--- config.mk ---
export PLATFORM = sky130hd
export DESIGN_NAME = round_reset_ctrl_flat
export DESIGN_NICKNAME = d
export VERILOG_FILES = /design/src/rtl/round_reset_ctrl_pkg.sv /design/src/rtl/round_reset_ctrl_if.sv /design/src/rtl/round_reset_ctrl_score_counter.sv /design/src/rtl/round_reset_ctrl.sv /design/src/flat_wrapper.sv
export SDC_FILE = /design/constraint.sdc
export NUM_CORES = 1
export LEC_CHECK = 0
export ABC_AREA = 1
export BUFFER_PORTS_ARGS = -buffer_cell sky130_fd_sc_hd__clkbuf_2
export CAP_MARGIN = 20
export CORE_MARGIN = 2
export CORE_UTILIZATION = 47
export DETAILED_ROUTE_END_ITERATION = 8
export GPL_ROUTABILITY_DRIVEN = 1
export PLACE_DENSITY = 0.81
export SLEW_MARGIN = 20
export SYNTH_ARGS = -nofsm -noshare
export SYNTH_HDL_FRONTEND = slang
export SYNTH_SLANG_ARGS = --single-unit
--- constraint.sdc ---
create_clock -name clk -period 1.3 [get_ports clk]
set_clock_uncertainty 0.1 [all_clocks]
set_input_delay 0.195 -clock clk [delete_from_list [all_inputs] [get_ports clk]]
set_output_delay 0.195 -clock clk [all_outputs]
set_load 0.005 [all_outputs]
--- src/rtl/round_reset_ctrl_pkg.sv ---
// Shared types and constants for the round reset controller.
// Optional build macro used by the top module: BTN_EDGE_EN.
package round_reset_ctrl_pkg;

    typedef enum logic [1:0] {
        IDLE      = 2'd0,
        PULSE     = 2'd1,
        GAME_OVER = 2'd2
    } state_t;

    localparam int DEF_NUM_PLAYERS  = 2;
    localparam int DEF_SCORE_W      = 3;
    localparam int DEF_WIN_SCORE    = 5;
    localparam int DEF_RESET_CYCLES = 4;

    // Index width with a floor of one bit, so a single player still gets a port.
    function automatic int pid_width(input int n);
        return (n <= 1) ? 1 : $clog2(n);
    endfunction

endpackage

--- src/rtl/round_reset_ctrl_if.sv ---
// Player-input / playfield-output bundle of the round reset controller.
interface round_reset_ctrl_if #(
    parameter int NUM_PLAYERS = 2,
    parameter int SCORE_W     = 3,
    parameter int PID_W       = 1
);
    logic [NUM_PLAYERS-1:0]         btn;
    logic [NUM_PLAYERS-1:0]         goal_light;
    logic                           new_game;
    logic                           round_rst;
    logic                           win_valid;
    logic [PID_W-1:0]               win_id;
    logic [NUM_PLAYERS*SCORE_W-1:0] scores;
    logic                           game_over;

    // Input conditioners / game host side
    modport master (
        output btn, goal_light, new_game,
        input  round_rst, win_valid, win_id, scores, game_over
    );

    // Controller side
    modport slave (
        input  btn, goal_light, new_game,
        output round_rst, win_valid, win_id, scores, game_over
    );
endinterface

--- src/rtl/round_reset_ctrl_score_counter.sv ---
// Per-player saturating score counter with synchronous clear.
module round_reset_ctrl_score_counter #(
    parameter int SCORE_W = 3
) (
    input  logic               clk,
    input  logic               reset,
    input  logic               inc,
    input  logic               clr,
    output logic [SCORE_W-1:0] count
);

    function automatic logic [SCORE_W-1:0] sat_inc(input logic [SCORE_W-1:0] v);
        return (&v) ? v : v + 1'b1;
    endfunction

    // Clear wins over increment; count sticks at all-ones.
    always_ff @(posedge clk or negedge reset) begin
        if (!reset)   count <= '0;
        else if (clr) count <= '0;
        else if (inc) count <= sat_inc(count);
    end

endmodule

--- src/rtl/round_reset_ctrl.sv ---
// Round controller: scoring detection, round-reset pulse, scores, game over.
// Optional build macro: BTN_EDGE_EN (score on button rising edge instead of level).
module round_reset_ctrl
    import round_reset_ctrl_pkg::*;
#(
    parameter int NUM_PLAYERS  = DEF_NUM_PLAYERS,
    parameter int SCORE_W      = DEF_SCORE_W,
    parameter int WIN_SCORE    = DEF_WIN_SCORE,
    parameter int RESET_CYCLES = DEF_RESET_CYCLES
) (
    input logic               clk,
    input logic               reset,
    round_reset_ctrl_if.slave bus
);

    localparam int PID_W = pid_width(NUM_PLAYERS);
    localparam int CNT_W = pid_width(RESET_CYCLES);

    state_t                 state;
    logic [CNT_W-1:0]       cnt;
    logic                   round_rst;
    logic                   win_valid;
    logic [PID_W-1:0]       win_id;
    logic                   game_over;
    logic [NUM_PLAYERS-1:0] btn_q;
    logic [NUM_PLAYERS-1:0] hit;
    logic                   any_hit;
    logic [PID_W-1:0]       win_idx;
    logic [SCORE_W-1:0]     cur_score;
    logic                   accept;
    logic                   win_now;

`ifdef BTN_EDGE_EN
    logic [NUM_PLAYERS-1:0] btn_d;

    // Previous button level, for rising-edge detection.
    always_ff @(posedge clk or negedge reset) begin
        if (!reset) btn_d <= '0;
        else        btn_d <= bus.btn;
    end

    assign btn_q = bus.btn & ~btn_d;
`else
    assign btn_q = bus.btn;
`endif

    assign hit = bus.goal_light & btn_q;

    // Lowest-index hitting player wins; other simultaneous hits are dropped.
    always_comb begin
        any_hit = 1'b0;
        win_idx = '0;
        for (int i = NUM_PLAYERS - 1; i >= 0; i--) begin
            if (hit[i]) begin
                any_hit = 1'b1;
                win_idx = PID_W'(i);
            end
        end
    end

    assign cur_score = bus.scores[int'(win_idx) * SCORE_W +: SCORE_W];
    // new_game outranks a coincident hit.
    assign accept    = (state == IDLE) && any_hit && !bus.new_game;
    assign win_now   = (cur_score == SCORE_W'(WIN_SCORE - 1));

    for (genvar g = 0; g < NUM_PLAYERS; g++) begin : g_score
        round_reset_ctrl_score_counter #(.SCORE_W(SCORE_W)) u_cnt (
            .clk   (clk),
            .reset (reset),
            .inc   (accept && (win_idx == PID_W'(g))),
            .clr   (bus.new_game),
            .count (bus.scores[g*SCORE_W +: SCORE_W])
        );
    end

    // Round FSM with registered strobe, pulse and game-over outputs.
    always_ff @(posedge clk or negedge reset) begin
        if (!reset) begin
            state     <= IDLE;
            cnt       <= '0;
            round_rst <= 1'b0;
            win_valid <= 1'b0;
            win_id    <= '0;
            game_over <= 1'b0;
        end else begin
            win_valid <= 1'b0;
            case (state)
                IDLE: begin
                    if (accept) begin
                        win_valid <= 1'b1;
                        win_id    <= win_idx;
                        round_rst <= 1'b1;
                        cnt       <= CNT_W'(RESET_CYCLES - 1);
                        if (win_now) begin
                            state     <= GAME_OVER;
                            game_over <= 1'b1;
                        end else begin
                            state <= PULSE;
                        end
                    end
                end
                PULSE: begin
                    if (cnt == '0) begin
                        round_rst <= 1'b0;
                        state     <= IDLE;
                    end else begin
                        cnt <= cnt - 1'b1;
                    end
                end
                GAME_OVER: begin
                    if (bus.new_game) begin
                        state     <= IDLE;
                        game_over <= 1'b0;
                        round_rst <= 1'b0;
                        cnt       <= '0;
                    end else if (round_rst) begin
                        if (cnt == '0) round_rst <= 1'b0;
                        else           cnt <= cnt - 1'b1;
                    end
                end
                default: state <= IDLE;
            endcase
        end
    end

    assign bus.round_rst = round_rst;
    assign bus.win_valid = win_valid;
    assign bus.win_id    = win_id;
    assign bus.game_over = game_over;

endmodule

--- src/flat_wrapper.sv ---
// flat-port wrapper written by rule: the top's interface ports become plain ports
module round_reset_ctrl_flat import round_reset_ctrl_pkg::*;
#(
    parameter int NUM_PLAYERS  = DEF_NUM_PLAYERS,
    parameter int SCORE_W      = DEF_SCORE_W,
    parameter int WIN_SCORE    = DEF_WIN_SCORE,
    parameter int RESET_CYCLES = DEF_RESET_CYCLES
)
  (clk, reset, bus_btn, bus_goal_light, bus_new_game, bus_round_rst, bus_win_valid, bus_win_id, bus_scores, bus_game_over);
  round_reset_ctrl_if #(.NUM_PLAYERS(NUM_PLAYERS), .SCORE_W(SCORE_W), .PID_W(1)) bus_i ();
  input logic clk;
  input logic reset;
  input wire logic [$bits(bus_i.btn)-1:0] bus_btn;
  input wire logic [$bits(bus_i.goal_light)-1:0] bus_goal_light;
  input wire logic [$bits(bus_i.new_game)-1:0] bus_new_game;
  output wire logic [$bits(bus_i.round_rst)-1:0] bus_round_rst;
  output wire logic [$bits(bus_i.win_valid)-1:0] bus_win_valid;
  output wire logic [$bits(bus_i.win_id)-1:0] bus_win_id;
  output wire logic [$bits(bus_i.scores)-1:0] bus_scores;
  output wire logic [$bits(bus_i.game_over)-1:0] bus_game_over;
  assign bus_i.btn = bus_btn;
  assign bus_i.goal_light = bus_goal_light;
  assign bus_i.new_game = bus_new_game;
  assign bus_round_rst = bus_i.round_rst;
  assign bus_win_valid = bus_i.win_valid;
  assign bus_win_id = bus_i.win_id;
  assign bus_scores = bus_i.scores;
  assign bus_game_over = bus_i.game_over;
  round_reset_ctrl #(.NUM_PLAYERS(NUM_PLAYERS), .SCORE_W(SCORE_W), .WIN_SCORE(WIN_SCORE), .RESET_CYCLES(RESET_CYCLES)) u_core (.clk(clk), .reset(reset), .bus(bus_i));
endmodule
==> results.sh <==
export IMPL_outcome="complete, but fails checks"
export IMPL_violations="setup timing"
export IMPL_fin_ws_ps=-154.2
export IMPL_grt_pass1_vias=803
export IMPL_die_area_um2=2134
export IMPL_final_util_pct=69.23
export IMPL_regArea_um2=350.3
export IMPL_multi_input_area_um2=505.5
export IMPL_syn_to_final_growth_pct=41.26
export IMPL_crit_chain="inv_2, ha_4, inv_4, nor2_4, nand2_4, nand2_4, nand2_2, o21ai_1, nand2_1"
export IMPL_worstPathMaxFanout=3
export IMPL_critPathMostFrequentCell="nand2_4"
export IMPL_hp_start="bus_btn[1]"
export IMPL_synth_async_reset_ratio_pct=100.0
export IMPL_first_iter_violations=8
export IMPL_layout_min_cycle_time_ps=1454
export IMPL_synth_top_area_share_pct=41.85
export IMPL_grt_pass1_wl_um=3180
export IMPL_hold_end="u_core.bus.win_id"
export IMPL_drc=0
export IMPL_ys_top_cells_by_area="dfrtp_1, nand2_1, ha_1"
export IMPL_antenna_found_initial=0
export IMPL_grt_setup_unrepaired="yes"
export IMPL_routed_wirelength_um=1853
export IMPL_routabilityCongestion=0.7966
export IMPL_die_y_um=46.20
export IMPL_initial_core_util_pct=49.01
export IMPL_arrival_ps=1510
export IMPL_cts_buffers=3
export IMPL_grt_ovfl_total=0
export IMPL_swShare_pct=41.42
export IMPL_hold_path_depth=3
export IMPL_p_clk_share_pct=10.6
export IMPL_design_area_um2=1182
export IMPL_finalSetupViolations=13
export IMPL_core_um2=1708
export IMPL_max_vdd_ir_drop_uv=1219
export IMPL_max_slew_worst_pin_slew_ps=344.0
export IMPL_reg2regPathDepth=9
export IMPL_insertion_delay_ps=270
export IMPL_top_level_ports=17
export IMPL_detail_route_wl_per_cell_um=11.10
export IMPL_num_antenna_cells=0
export IMPL_grt_max_degree=15
export IMPL_synth_area_leader_cell="dfrtp_1"
export IMPL_p_seq_share_pct=31.9
export IMPL_netlist_top_cells_count="nand2_1, dfrtp_1, inv_1, nor2_1, ha_1"
export IMPL_synth_edf_count=0
export IMPL_drt_pass1_iterations=4
export IMPL_cts_htree_levels=1
export IMPL_netlist_instances=107
export IMPL_postRouteAntennaNets=0
export IMPL_syn_area_um2=837.1
export IMPL_reg2reg_from="u_core.state[1]"
export IMPL_numClockSinks=14
export IMPL_critPathLaunchType="register"
export IMPL_cpMaxStageDelayCell="dfrtp_1"
export IMPL_die_width_um=46.20
export IMPL_yosysUniqueCellTypes=18
export IMPL_yosysSeqAreaShare_pct=41.85
export IMPL_internal_power_uw=1247
export IMPL_ys_flop_type="dfrtp_1"
export IMPL_fmax_mhz=687.7
export IMPL_ys_seq_elements=14
export IMPL_maxSlewViolCount=0
export IMPL_io_buffers=16
export IMPL_critPathMaxStageDelay_ps=410
export IMPL_postPlaceCellArea_um2=1069
export IMPL_cts_root_buffer="clkbuf_4"
export IMPL_row_count=15
export IMPL_finalHoldViolations=0
export IMPL_relSlewSlack_pct=77.07
export IMPL_yosysWarnings=0
export IMPL_syn_mean_instance_area_um2=7.823
export IMPL_clock_path_buffers=2
export IMPL_yosysMostFrequentCell="nand2_1"
export IMPL_path_clk_slew_ps=70
export IMPL_comb_power_share_pct=57.5
export IMPL_cap_violations=0
export IMPL_holdCritPathClass="input port to register"
export IMPL_period_share_pct=111.9
export IMPL_worst_path_buf_inv=2
export IMPL_p_sw_uw=881.4
export IMPL_track_usage_pct=20.97
export IMPL_reg2reg_slack_ps=-150
export IMPL_pre_cts_slack_ps=-179.3
export IMPL_cts_tree="done"
export IMPL_viasPerCell=4.832
export IMPL_drive_gt1_share_pct=42.25
export IMPL_worstReg2RegEnd="u_core.bus.round_rst"
export IMPL_power_density_nw_per_um2=1800
export IMPL_fillers=132
export IMPL_path_class="register to register"
export IMPL_syn_nets=122
export IMPL_critical_path_top_delay_family="simple AND/OR/NAND/NOR gates"
export IMPL_power_leakage_uw=0.0006419
export IMPL_critPathRequiredTime_ps=1360
export IMPL_post_dp_hpwl_um=1488
export IMPL_end_kind="register"
export IMPL_num_vias=807
export IMPL_nNetsFinal=159
## logic make-up after synthesis
family,after synthesis,share of synthesized area (%)
flip-flops,14,41.85
AND/OR/NAND/NOR,54,29.90
AO/OA/AOI/OAI,15,9.118
adder cells (fa/ha/maj),8,11.96
buffers and inverters,16,7.175
## layout by cell type, fill, tap and decap left out, types with 3 or more instances in the layout
cell type / n
nand2_2: 4
nand3_1: 6
a21oi_1: 3
nand2_1: 24
clkbuf_2: 16
o21ai_1: 8
clkbuf_4: 3
ha_2: 4
buf_4: 13
dfrtp_1: 14
nor2_1: 10
inv_1: 10
inv_2: 5
## worst register-to-register path, delay by kind of cell, from the launching register on
family,cells,cell delay [ps]
flip-flops,1,410
AND/OR/NAND/NOR,5,420
AO/OA/AOI/OAI,1,120
buffers and inverters,2,140
adder cells (fa/ha/maj),1,150
## state kept, by name, summed over array words and instances, names as in the netlist
| signal | count |
|---|---|
| u_core.state | 2 |
| u_core.g_score.u_cnt.count | 6 |
| u_core.cnt | 2 |
| u_core.bus.win_id | 1 |
| u_core.bus.win_valid | 1 |
| u_core.bus.game_over | 1 |
| u_core.bus.round_rst | 1 |
## cell type report
class                   count  area share (%)
repair buffers             32           17.78
clock buffers               3           1.905
multi-input cells          77           42.75
inverters                  16           5.291
well taps                  25           2.646
flip-flops and latches     14           29.63
## routing by layer
| layer | up-vias | global-route usage (%) | wire length (um) | part of all wire, % |
|---|---|---|---|---|
| li1 | 414 | - | - | - |
| met1 | 373 | 23.66 | 766 | 41 |
| met2 | 18 | 37.22 | 1013 | 55 |
| met3 | 2 | 5.882 | 59 | 3.2 |
| met4 | 0 | 7.429 | 14 | 0.76 |
| met5 | - | 0 | 0 | 0 |
## timing repair
action | 4_1_cts | 5_1_grt
endpoints found under the hold margin | 14 | 0
hold buffers | 1 | 0
pin swaps | 6 | 4
setup buffers | 1 | 0
endpoints found under the setup margin | 13 | 14
resized for setup | 14 | 13
## worst max path at each step
stage,from,end,slack [ps],cells after the start
after floorplan,u_core.state[0],u_core.bus.game_over,-120,9
after global placement,u_core.state[1],u_core.bus.game_over,-130,9
after detailed placement,u_core.state[1],u_core.bus.round_rst,-180,9
after CTS,u_core.state[1],u_core.bus.round_rst,-130,9
after global routing,u_core.state[1],u_core.bus.round_rst,-240,9
final,u_core.state[1],u_core.bus.round_rst,-150,9
## per-stage QoR
stage / cells / hold WS, ps / power (uW) / TNS [ps]
6_report: 167 / 135.3 / 2128 / -1309
5_1_grt: 167 / 140.8 / 2328 / -2452
3_5_place_dp: 163 / 15.69 / 1738 / -1759
3_3_place_gp: 163 / 13.65 / 1668 / -922.8
2_1_floorplan: 107 / -200.6 / 1305 / -928.5
4_1_cts: 168 / 121.0 / 2060 / -1288
## power by group through the flow
stage	Sequential, uW	Clock (uW)	Combinational, uW
global route	701	250	1380
floorplan	696	0	609
detailed placement	680	0	1060
CTS	680	242	1140
finish	678	227	1220
global placement	667	0	1000
(Power assumes the default switching activity.)
